## src/rtl/roc_decoder.sv

```systemverilog
// roc_decoder: receive side of the 10-bit rank-order-coded AER link.
// Completes a 4-phase REQ/ACK handshake per word, detects the two-word
// reset marker (10'h1FF twice) that opens a frame, records the arrival rank of
// each pixel index and exposes rank (or rank-derived intensity) on a
// registered read port.
//
// Optional feature macro: ROC_DECODER_INTENSITY_EN
//   defined   : RD_DATA = PIXEL_MAX_VALUE - rank (saturating at 0)
//   undefined : RD_DATA = raw rank
//
// Ports:
//   CLK, RST      clock, synchronous active-high reset
//   AERIN_ADDR    incoming AER word (marker 10'h1FF or {2'b00, idx})
//   AERIN_REQ     4-phase request from sender
//   AERIN_ACK     4-phase acknowledge to sender
//   RD_ADDR       rank-table read index
//   RD_DATA       registered rank / intensity of RD_ADDR
//   RD_SEEN       registered seen flag of RD_ADDR
//   EVENT_COUNT   data events accepted in current frame
//   FRAME_OPEN    frame is accepting data events
//   FRAME_DONE    EVENT_COUNT == IMAGE_SIZE
//   DECODE_ERR    one-cycle pulse on a dropped word
module roc_decoder #(
  parameter int unsigned IMAGE_SIZE      = 256,
  parameter int unsigned IMAGE_SIZE_BITS = $clog2(IMAGE_SIZE),
  parameter int unsigned PIXEL_MAX_VALUE = 255,
  parameter int unsigned PIXEL_BITS      = $clog2(PIXEL_MAX_VALUE)
) (
  input  logic                       CLK,
  input  logic                       RST,
  input  logic [9:0]                 AERIN_ADDR,
  input  logic                       AERIN_REQ,
  output logic                       AERIN_ACK,
  input  logic [IMAGE_SIZE_BITS-1:0] RD_ADDR,
  output logic [IMAGE_SIZE_BITS-1:0] RD_DATA,
  output logic                       RD_SEEN,
  output logic [IMAGE_SIZE_BITS:0]   EVENT_COUNT,
  output logic                       FRAME_OPEN,
  output logic                       FRAME_DONE,
  output logic                       DECODE_ERR
);

  localparam int unsigned CW = IMAGE_SIZE_BITS + 1;
  localparam logic [9:0]  MARKER = 10'h1FF;
`ifdef ROC_DECODER_INTENSITY_EN
  localparam bit INTENSITY_EN = 1'b1;
`else
  localparam bit INTENSITY_EN = 1'b0;
`endif

  typedef enum logic [1:0] {
    ST_IDLE    = 2'd0,
    ST_CAPTURE = 2'd1,
    ST_ACK     = 2'd2
  } state_t;

  state_t                     state_q, state_d;
  logic [9:0]                 addr_q, addr_d;
  logic [1:0]                 mk_q, mk_d;
  logic [CW-1:0]              cnt_q, cnt_d;
  logic                       open_q, open_d;
  logic                       done_q, done_d;
  logic                       err_q, err_d;
  logic                       ack_q, ack_d;
  logic [IMAGE_SIZE-1:0]      seen_q, seen_d;
  logic [IMAGE_SIZE_BITS-1:0] rd_data_q, rd_data_d;
  logic                       rd_seen_q, rd_seen_d;

  logic [IMAGE_SIZE_BITS-1:0] rank_mem [IMAGE_SIZE];
  logic                       rank_we;
  logic [IMAGE_SIZE_BITS-1:0] rank_idx;
  logic [IMAGE_SIZE_BITS-1:0] rank_wdata;
  logic [IMAGE_SIZE_BITS-1:0] rank_rd;

  logic is_marker;
  logic in_range;
  logic accept;

  // Classification of the latched word
  assign is_marker = (addr_q == MARKER);
  assign in_range  = ({22'd0, addr_q[7:0]} < IMAGE_SIZE);
  assign accept    = (addr_q[9:8] == 2'b00) && open_q && in_range
                     && !seen_q[rank_idx];
  assign rank_rd   = rank_mem[RD_ADDR];

  // Next-state, table update and read-port logic
  always_comb begin
    state_d    = state_q;
    addr_d     = addr_q;
    mk_d       = mk_q;
    cnt_d      = cnt_q;
    open_d     = open_q;
    done_d     = done_q;
    seen_d     = seen_q;
    err_d      = 1'b0;
    ack_d      = 1'b0;
    rank_we    = 1'b0;
    rank_idx   = IMAGE_SIZE_BITS'(addr_q[7:0]);
    rank_wdata = cnt_q[IMAGE_SIZE_BITS-1:0];

    unique case (state_q)
      ST_IDLE: begin
        if (AERIN_REQ) begin
          addr_d  = AERIN_ADDR;
          state_d = ST_CAPTURE;
        end
      end
      ST_CAPTURE: begin
        state_d = ST_ACK;
        if (is_marker) begin
          // Second consecutive marker opens a fresh frame
          if (mk_q == 2'd1) begin
            seen_d = '0;
            cnt_d  = '0;
            open_d = 1'b1;
            done_d = 1'b0;
          end
          if (mk_q != 2'd2) begin
            mk_d = mk_q + 2'd1;
          end
        end else begin
          mk_d = 2'd0;
          if (accept) begin
            rank_we          = 1'b1;
            seen_d[rank_idx] = 1'b1;
            cnt_d            = cnt_q + CW'(1);
            if (cnt_d == CW'(IMAGE_SIZE)) begin
              done_d = 1'b1;
              open_d = 1'b0;
            end
          end else begin
            err_d = 1'b1;
          end
        end
      end
      ST_ACK: begin
        // ACK rises one cycle after entering this state, drops as REQ falls
        if (!AERIN_REQ) begin
          state_d = ST_IDLE;
        end else begin
          ack_d = 1'b1;
        end
      end
      default: state_d = ST_IDLE;
    endcase

    rd_seen_d = seen_q[RD_ADDR];
    if (!seen_q[RD_ADDR]) begin
      rd_data_d = '0;
    end else if (INTENSITY_EN) begin
      if (32'(rank_rd) > PIXEL_MAX_VALUE) begin
        rd_data_d = '0;
      end else begin
        rd_data_d = IMAGE_SIZE_BITS'(PIXEL_BITS'(PIXEL_MAX_VALUE - 32'(rank_rd)));
      end
    end else begin
      rd_data_d = rank_rd;
    end
  end

  // State and control registers
  always_ff @(posedge CLK) begin
    if (RST) begin
      state_q   <= ST_IDLE;
      addr_q    <= '0;
      mk_q      <= '0;
      cnt_q     <= '0;
      open_q    <= 1'b0;
      done_q    <= 1'b0;
      err_q     <= 1'b0;
      ack_q     <= 1'b0;
      seen_q    <= '0;
      rd_data_q <= '0;
      rd_seen_q <= 1'b0;
    end else begin
      state_q   <= state_d;
      addr_q    <= addr_d;
      mk_q      <= mk_d;
      cnt_q     <= cnt_d;
      open_q    <= open_d;
      done_q    <= done_d;
      err_q     <= err_d;
      ack_q     <= ack_d;
      seen_q    <= seen_d;
      rd_data_q <= rd_data_d;
      rd_seen_q <= rd_seen_d;
    end
  end

  // Rank storage; contents are masked by the seen bits, so no reset
  always_ff @(posedge CLK) begin
    if (rank_we) begin
      rank_mem[rank_idx] <= rank_wdata;
    end
  end

  assign AERIN_ACK   = ack_q;
  assign RD_DATA     = rd_data_q;
  assign RD_SEEN     = rd_seen_q;
  assign EVENT_COUNT = cnt_q;
  assign FRAME_OPEN  = open_q;
  assign FRAME_DONE  = done_q;
  assign DECODE_ERR  = err_q;

endmodule

```

## config.mk

```make
export PLATFORM = sky130hd
export DESIGN_NAME = roc_decoder
export DESIGN_NICKNAME = d
export VERILOG_FILES = /design/src/rtl/roc_decoder.sv
export SDC_FILE = /design/constraint.sdc
export NUM_CORES = 2
export LEC_CHECK = 0
export ABC_AREA = 1
export CAP_MARGIN = 20
export CORE_ASPECT_RATIO = 1.25
export CORE_UTILIZATION = 35
export CTS_CLUSTER_DIAMETER = 60
export DETAILED_ROUTE_END_ITERATION = 10
export SYNTH_ARGS = -nofsm -noshare
export SYNTH_HDL_FRONTEND = slang
export SYNTH_SLANG_ARGS = --single-unit
```

## constraint.sdc

```tcl
create_clock -name CLK -period 7.9 [get_ports CLK]
set_input_delay 0.79 -clock CLK [delete_from_list [all_inputs] [get_ports CLK]]
set_output_delay 0.79 -clock CLK [all_outputs]
set_load 0.02 [all_outputs]
```

Word-level counts from Yosys, hierarchy flattened
Memories as Yosys holds them, arrays and structs flattened. A register that Yosys moved wholly into a read port is not among the register bits.
Cells that the tools add are included.
{"block": "totals", "n_memories": 1, "input_bits": 21, "output_inout_bits": 22, "word_cells": 78, "ram_bits": 2048, "register_bits": 284}
{"name": "rank_mem", "depth": 256, "word_bits": 8, "rd": 1, "rd_ports_with_merged_regs": 1, "write_ports": 1, "line_no": "69", "rtl": "logic [IMAGE_SIZE_BITS-1:0] rank_mem [IMAGE_SIZE];"}
{"block": "classes", "eq_ne": 10, "muxes": 32, "n_reduce_logical": 16, "n_bitwise": 4, "n_addsub": 2, "magnitude_cmp": 3}
{"operator": "256-bit two-way mux", "count": 3}
{"operator": "256-bit bitwise OR", "count": 1}
{"operator": "9-bit two-way mux", "count": 3}
{"operator": "8-bit by 9-bit less-than comparator with 1-bit output, second input constant", "count": 2}
{"operator": "1-bit two-way mux", "count": 18}
{"operator": "1-bit binary-select mux with 8-bit select", "count": 2}
{"operator": "10-bit by 9-bit equality test with 1-bit output, second input constant", "count": 1}
{"operator": "9-bit by 1-bit adder with 9-bit output, second input constant", "count": 1}
{"operator": "9-bit equality test, second input constant", "count": 1}
{"operator": "1-bit demux with 8-bit select", "count": 1}
{"operator": "8-bit by 1-bit greater-or-equal comparator with 1-bit output, second input constant", "count": 1}
{"operator": "2-bit two-way mux", "count": 4}
{"operator": "2-bit inequality test, second input constant", "count": 3}
{"operator": "2-bit case mux with 3 select lines", "count": 1}
{"operator": "2-bit AND reduction", "count": 3}
{"operator": "2-bit by 1-bit equality test with 1-bit output, second input constant", "count": 2}
{"operator": "2-bit zero test", "count": 2}
{"operator": "2-bit by 1-bit inequality test with 1-bit output, second input constant", "count": 2}
{"operator": "4-bit AND reduction", "count": 1}
{"operator": "2-bit nonzero test", "count": 2}
{"operator": "2-bit OR reduction", "count": 2}
{"operator": "1-bit logical AND", "count": 3}
{"operator": "1-bit inverter", "count": 3}
{"operator": "3-bit AND reduction", "count": 1}
{"operator": "other kinds (4)", "count": 4}

Longest topological paths before layout
{"block": "depth", "ltp_word": 9, "mapped_depth": 22}

Worst setup path after synthesis
Ideal clock, no wire load.
{"block": "synth_timing", "kind": "register to register", "startpoint": "register cnt_q[1], in the netlist EVENT_COUNT[1]", "endpoint": "register open_q, in the netlist FRAME_OPEN", "stages_incl_launch_ff": 14, "t_arrival_ps": 5826, "slack_ps": 2011, "n_path_buf": 0, "required_time_ps": 7836, "path_cell_list": "dfxtp_1 > ha_1 > nand2_1 > nor2_1 > and3_1 > nand3_1 > xor2_1 > nor2_1 > nand4_1 > o21ai_0 > nand2_1 > nand2_1 > nand2_1 > nor2_1"}
{"block": "synth_between", "elab_chain_len": 4}
{"item": "start: declaration", "line_no": "60", "rtl": "logic [CW-1:0] cnt_q, cnt_d;"}
{"item": "start signal: assignment", "line_no": "179", "rtl": "cnt_q <= cnt_d;"}
{"item": "9-bit by 1-bit adder with 9-bit output", "line_no": "126", "rtl": "cnt_d = cnt_q + CW'(1);"}
{"item": "9-bit equality test", "line_no": "127", "rtl": "if (cnt_d == CW'(IMAGE_SIZE)) begin"}
{"item": "2-bit nonzero test (no source line)"}
{"item": "4-bit AND reduction (no source line)"}
{"item": "end signal: assignment", "line_no": "180", "rtl": "open_q <= open_d;"}
{"item": "end: declaration", "line_no": "61", "rtl": "logic open_q, open_d;"}
Every way passes these cells.
A chain may end at the register's enable or synchronous reset.

Worst setup path after layout
{"block": "layout_timing", "startpoint": "register addr_q[0]", "endpoint": "memory rank_mem[123][0] in the netlist's numbering (enable)"}
{"block": "layout_between", "elab_chain_len": 9, "word_cells_on_any_way": 10}
{"item": "start: declaration", "line_no": "58", "rtl": "logic [9:0] addr_q, addr_d;"}
{"item": "start signal: assignment", "line_no": "177", "rtl": "addr_q <= addr_d;"}
{"item": "1-bit binary-select mux with 8-bit select", "line_no": "83", "rtl": "&& !seen_q[rank_idx];"}
{"item": "1-bit two-way mux (not written as such)", "line_no": "83"}
{"item": "1-bit zero test", "line_no": "83"}
{"item": "1-bit logical AND", "line_no": "83"}
{"item": "1-bit two-way mux", "line_no": "123", "rtl": "if (accept) begin"}
{"item": "1-bit two-way mux", "line_no": "110", "rtl": "if (is_marker) begin"}
{"item": "1-bit two-way mux", "line_no": "101", "rtl": "unique case (state_q)"}
{"item": "1-bit two-way mux", "line_no": "192", "rtl": "if (rank_we) begin"}
{"item": "1-bit two-way mux (not written as such)", "line_no": "193", "rtl": "rank_mem[rank_idx] <= rank_wdata;"}
{"item": "end: declaration", "line_no": "69"}
Parallel ways exist; a longest one is shown, timed or not. The select of a mux whose other input is x is not followed.

==> results_dict.tcl <==
set metrics [dict create \
    routed_wl_mm 305.6 \
    crit_end "rank_mem[123][0]$_DFFE_PP_" \
    run_status "complete, no violations" \
    area_delta_synth_final_pct 10.91 \
    grt_pass1_wl_mm 448.0 \
    dieHeight_um 594.5 \
    setup_viol 0 \
    min_period_ns 5.726 \
    tightest_slew_ns 1.337 \
    hold_viol 0 \
    io_pins 43 \
    yosys_warnings 0 \
    crit_cells 16 \
    netlist_instances 9131 \
    tns_ns 0 \
    syn_area_per_cell_um2 10.77 \
    reg2regPathDepth 16 \
    synth.distinct_cells 29 \
    ys.flop_type "edfxtp_1" \
    synth_nets 9155 \
    drc 0 \
    dp_cells 12300 \
    die-area_um2 283000 \
    hold_slack_ns 0.4654 \
    htreeDepth 4 \
    regArea_um2 67380 \
    path_cells "buf_4 -> o21ai_0 -> nand2_1 -> nand2_1 -> nand2_1 -> nand2_1 -> nor2_1 -> nor2_1 -> nor2_1 -> nand2_1 -> nand2_1 -> nand3_2 -> nor2_4 -> nand2_8 -> buf_12 -> nor3_1" \
    r2r-end "rank_mem[123][0]$_DFFE_PP_" \
    fill_cells 26680 \
    yosysTopAreaCellShare_pct 62.56 \
    numCtsBuffers 217 \
    rrSetupSlack_ns 2.17 \
    preCtsSetupSlack_ns 2.320 \
    worstSetupStartpoint "addr_q[0]$_SDFFE_PP0P_" \
    grt_antenna_before_repair 6 \
    port_buffers 42 \
    rr_startpoint "addr_q[0]$_SDFFE_PP0P_" \
    critical-path-top-delay-family "simple AND/OR/NAND/NOR gates" \
    drive_above_1_share_pct 7.225 \
    clock_sinks 2340 \
    max_freq_mhz 174.6 \
    grt_max_degree 255 \
    post-cts-setup-buffers 0 \
    final_max_slew_viol_count 0 \
    relSlewSlack_pct 10.88 \
    critPathSlowestCell "dfxtp_4" \
    ctsLongestPathBuffers 4 \
    drtIter0Drc 8648 \
    synth_common_cells "2048 x edfxtp_1, 1412 x nor2_1, 1211 x o21ai_0, 1209 x nand2_1, 636 x nand3_1" \
    async_flop_share_pct 0 \
    critPathArrivalTime_ns 6.17 \
    final_area_um2 109000 \
    fin_crit_sh_pct 72.48 \
    clock-skew-final_ns 0.08021 \
    multi_input_area_um2 26600 \
    clock_latency_ns 0.89 \
    power_mw 25.37 \
    first_pass_iters 7 \
    gp_congestion 0.9327 \
    postPlaceCellArea_um2 101700 \
    yosysSeqAreaShare_pct 68.51 \
    layout.cells.non_filler 12750 \
    min_path_type "reg -> reg" \
    design.core.area_um2 279400 \
    hpwl_mm 175.2 \
    vias 70870 \
    cp_max_fo 97 \
    synth-edff-count 2048 \
    antenna_left 0 \
    critPathLaunchType "flop" \
    via_per_inst 5.559 \
    vdd_drop_max_mv 0.1765 \
    timing.critical_path.mode_cell "nand2_1" \
    fin_util_pct 39.03 \
    worstPathRequired_ns 8.34 \
    die_w_um 476.0 \
    nNetsFinal 8875 \
    clock-root-buffer "clkbuf_16" \
    syn-cell-area_um2 98310 \
    crit_type "reg -> reg" \
    ctsHoldBuffers 0 \
    overflow 0 \
    max_stage_delay_ns 1.04 \
    setup_slack_ns 2.174 \
    rows 217 \
    yosys.area.top_type "edfxtp_1" \
    start_util_pct 35.19 \
    maxCapViolations 0 \
    grt_pass1_vias 69160 \
    synth_most_common_cell "edfxtp_1" \
    ys_ff_latch 2340 \
    critPathCaptureType "flop" \
    routedWlPerCell_um 23.97 \
    track_usage_pct 20.94 \
    clk_pin_slew_ns 0.06 \
    rsz0062_at_grt "no" \
    critical_path_buf_inv_count 2 \
    cts_resized 0 \
    ys_top_cells_by_area "edfxtp_1 63%, o21ai_0 6.2%, dfxtp_1 5.9%, nor2_1 5.4%, nand2_1 4.6%" \
    p_leak_nw 34.36 \
    cts_tree "built" \
    power_density_nw_per_um2 232.7 \
]
worst register-to-register path, cell delays in order (launching register included):
cell	delay, ns
dfxtp_4	1.04
buf_4	0.80
o21ai_0	0.23
nand2_1	0.09
nand2_1	0.06
nand2_1	0.06
nand2_1	0.08
nor2_1	0.09
nor2_1	0.05
nor2_1	0.16
nand2_1	0.10
nand2_1	0.10
nand3_2	0.13
nor2_4	0.31
nand2_8	0.43
buf_12	0.42
nor3_1	1.16
flip-flops by register name, summed over array words and instances, names as in the netlist, 2 cells and up, named ones only:
signal	flops
RD_DATA	8
mk_q	2
EVENT_COUNT	9
state_q	2
addr_q	10
seen_q	255
rank_mem	2048
worst min path at each step:
stage	startpoint	to	slack, ns	cells past startpoint
finish	seen_q[177]$_SDFFE_PP0P_	seen_q[177]$_SDFFE_PP0P_	0.47	2
floorplan	seen_q[101]$_SDFFE_PP0P_	seen_q[101]$_SDFFE_PP0P_	0.44	2
detailed placement	seen_q[177]$_SDFFE_PP0P_	seen_q[177]$_SDFFE_PP0P_	0.45	2
CTS	AERIN_ADDR[9]	addr_q[9]$_SDFFE_PP0P_	0.45	3
global route	seen_q[84]$_SDFFE_PP0P_	seen_q[84]$_SDFFE_PP0P_	0.48	2
global placement	seen_q[25]$_SDFFE_PP0P_	seen_q[25]$_SDFFE_PP0P_	0.45	2
routing by layer:
layer	routed length, µm	vias to the layer above	GRT usage, %
met5	0	-	0
met4	16470	0	10.71
met3	23000	757	2.937
met2	148300	3330	35.04
met1	117900	35040	26.26
li1	-	31740	-
cell type report:
| class | count | share of cell area [%] |
|---|---|---|
| clock inverters | 121 | 1.114 |
| diodes | 2 | 0.004590 |
| well taps | 3723 | 4.272 |
| clock buffers | 271 | 5.345 |
| flip-flops and latches | 2340 | 61.80 |
| repair buffers | 228 | 1.846 |
| inverters | 347 | 1.222 |
| multi-input cells | 5717 | 24.40 |
cells by family (layout without fill, tap and decap cells):
group                      Yosys count  in the layout  synth area share [%]
adders and majority gates            3              3               0.03819
xor gates and xnor gates             7              7               0.06237
AOI/OAI and AO/OA                 2182           2182                 11.77
and+or+nand+nor                   3525           3525                 15.15
buffers and inverters             1074            967                 4.476
DFF                               2340           2340                 68.51
other                                0              2                     0
cells in the final DEF, fill, tap and decap left out, types with 19 or more instances in the layout:
cell             synthesis  final
edfxtp_1              2048   2048
nor2_1                1412   1409
o21ai_0               1211   1211
nand2_1               1209   1208
nand3_1                636    636
o22ai_1                512    512
a21oi_1                423    423
inv_1                  338    322
dfxtp_1                292    282
clkbuf_16                0    221
nor3_1                 149    149
buf_4                   16    116
nor3_2                 100    100
clkinv_2                 0     42
clkbuf_1               547     39
clkinv_1                 3     38
clkdlybuf4s50_1          0     36
o21ai_1                 34     34
buf_2                   25     23
clkbuf_4                 0     23
bufinv_16                0     22
buf_12                   0     19
power breakdown:
| group | internal (mW) | total [mW] | switching (mW) |
|---|---|---|---|
| Clock | 5.95 | 10.6 | 4.68 |
| Combinational | 0.343 | 1.48 | 1.14 |
| Sequential | 13.2 | 13.3 | 0.0205 |
(Power assumes the default switching activity.)
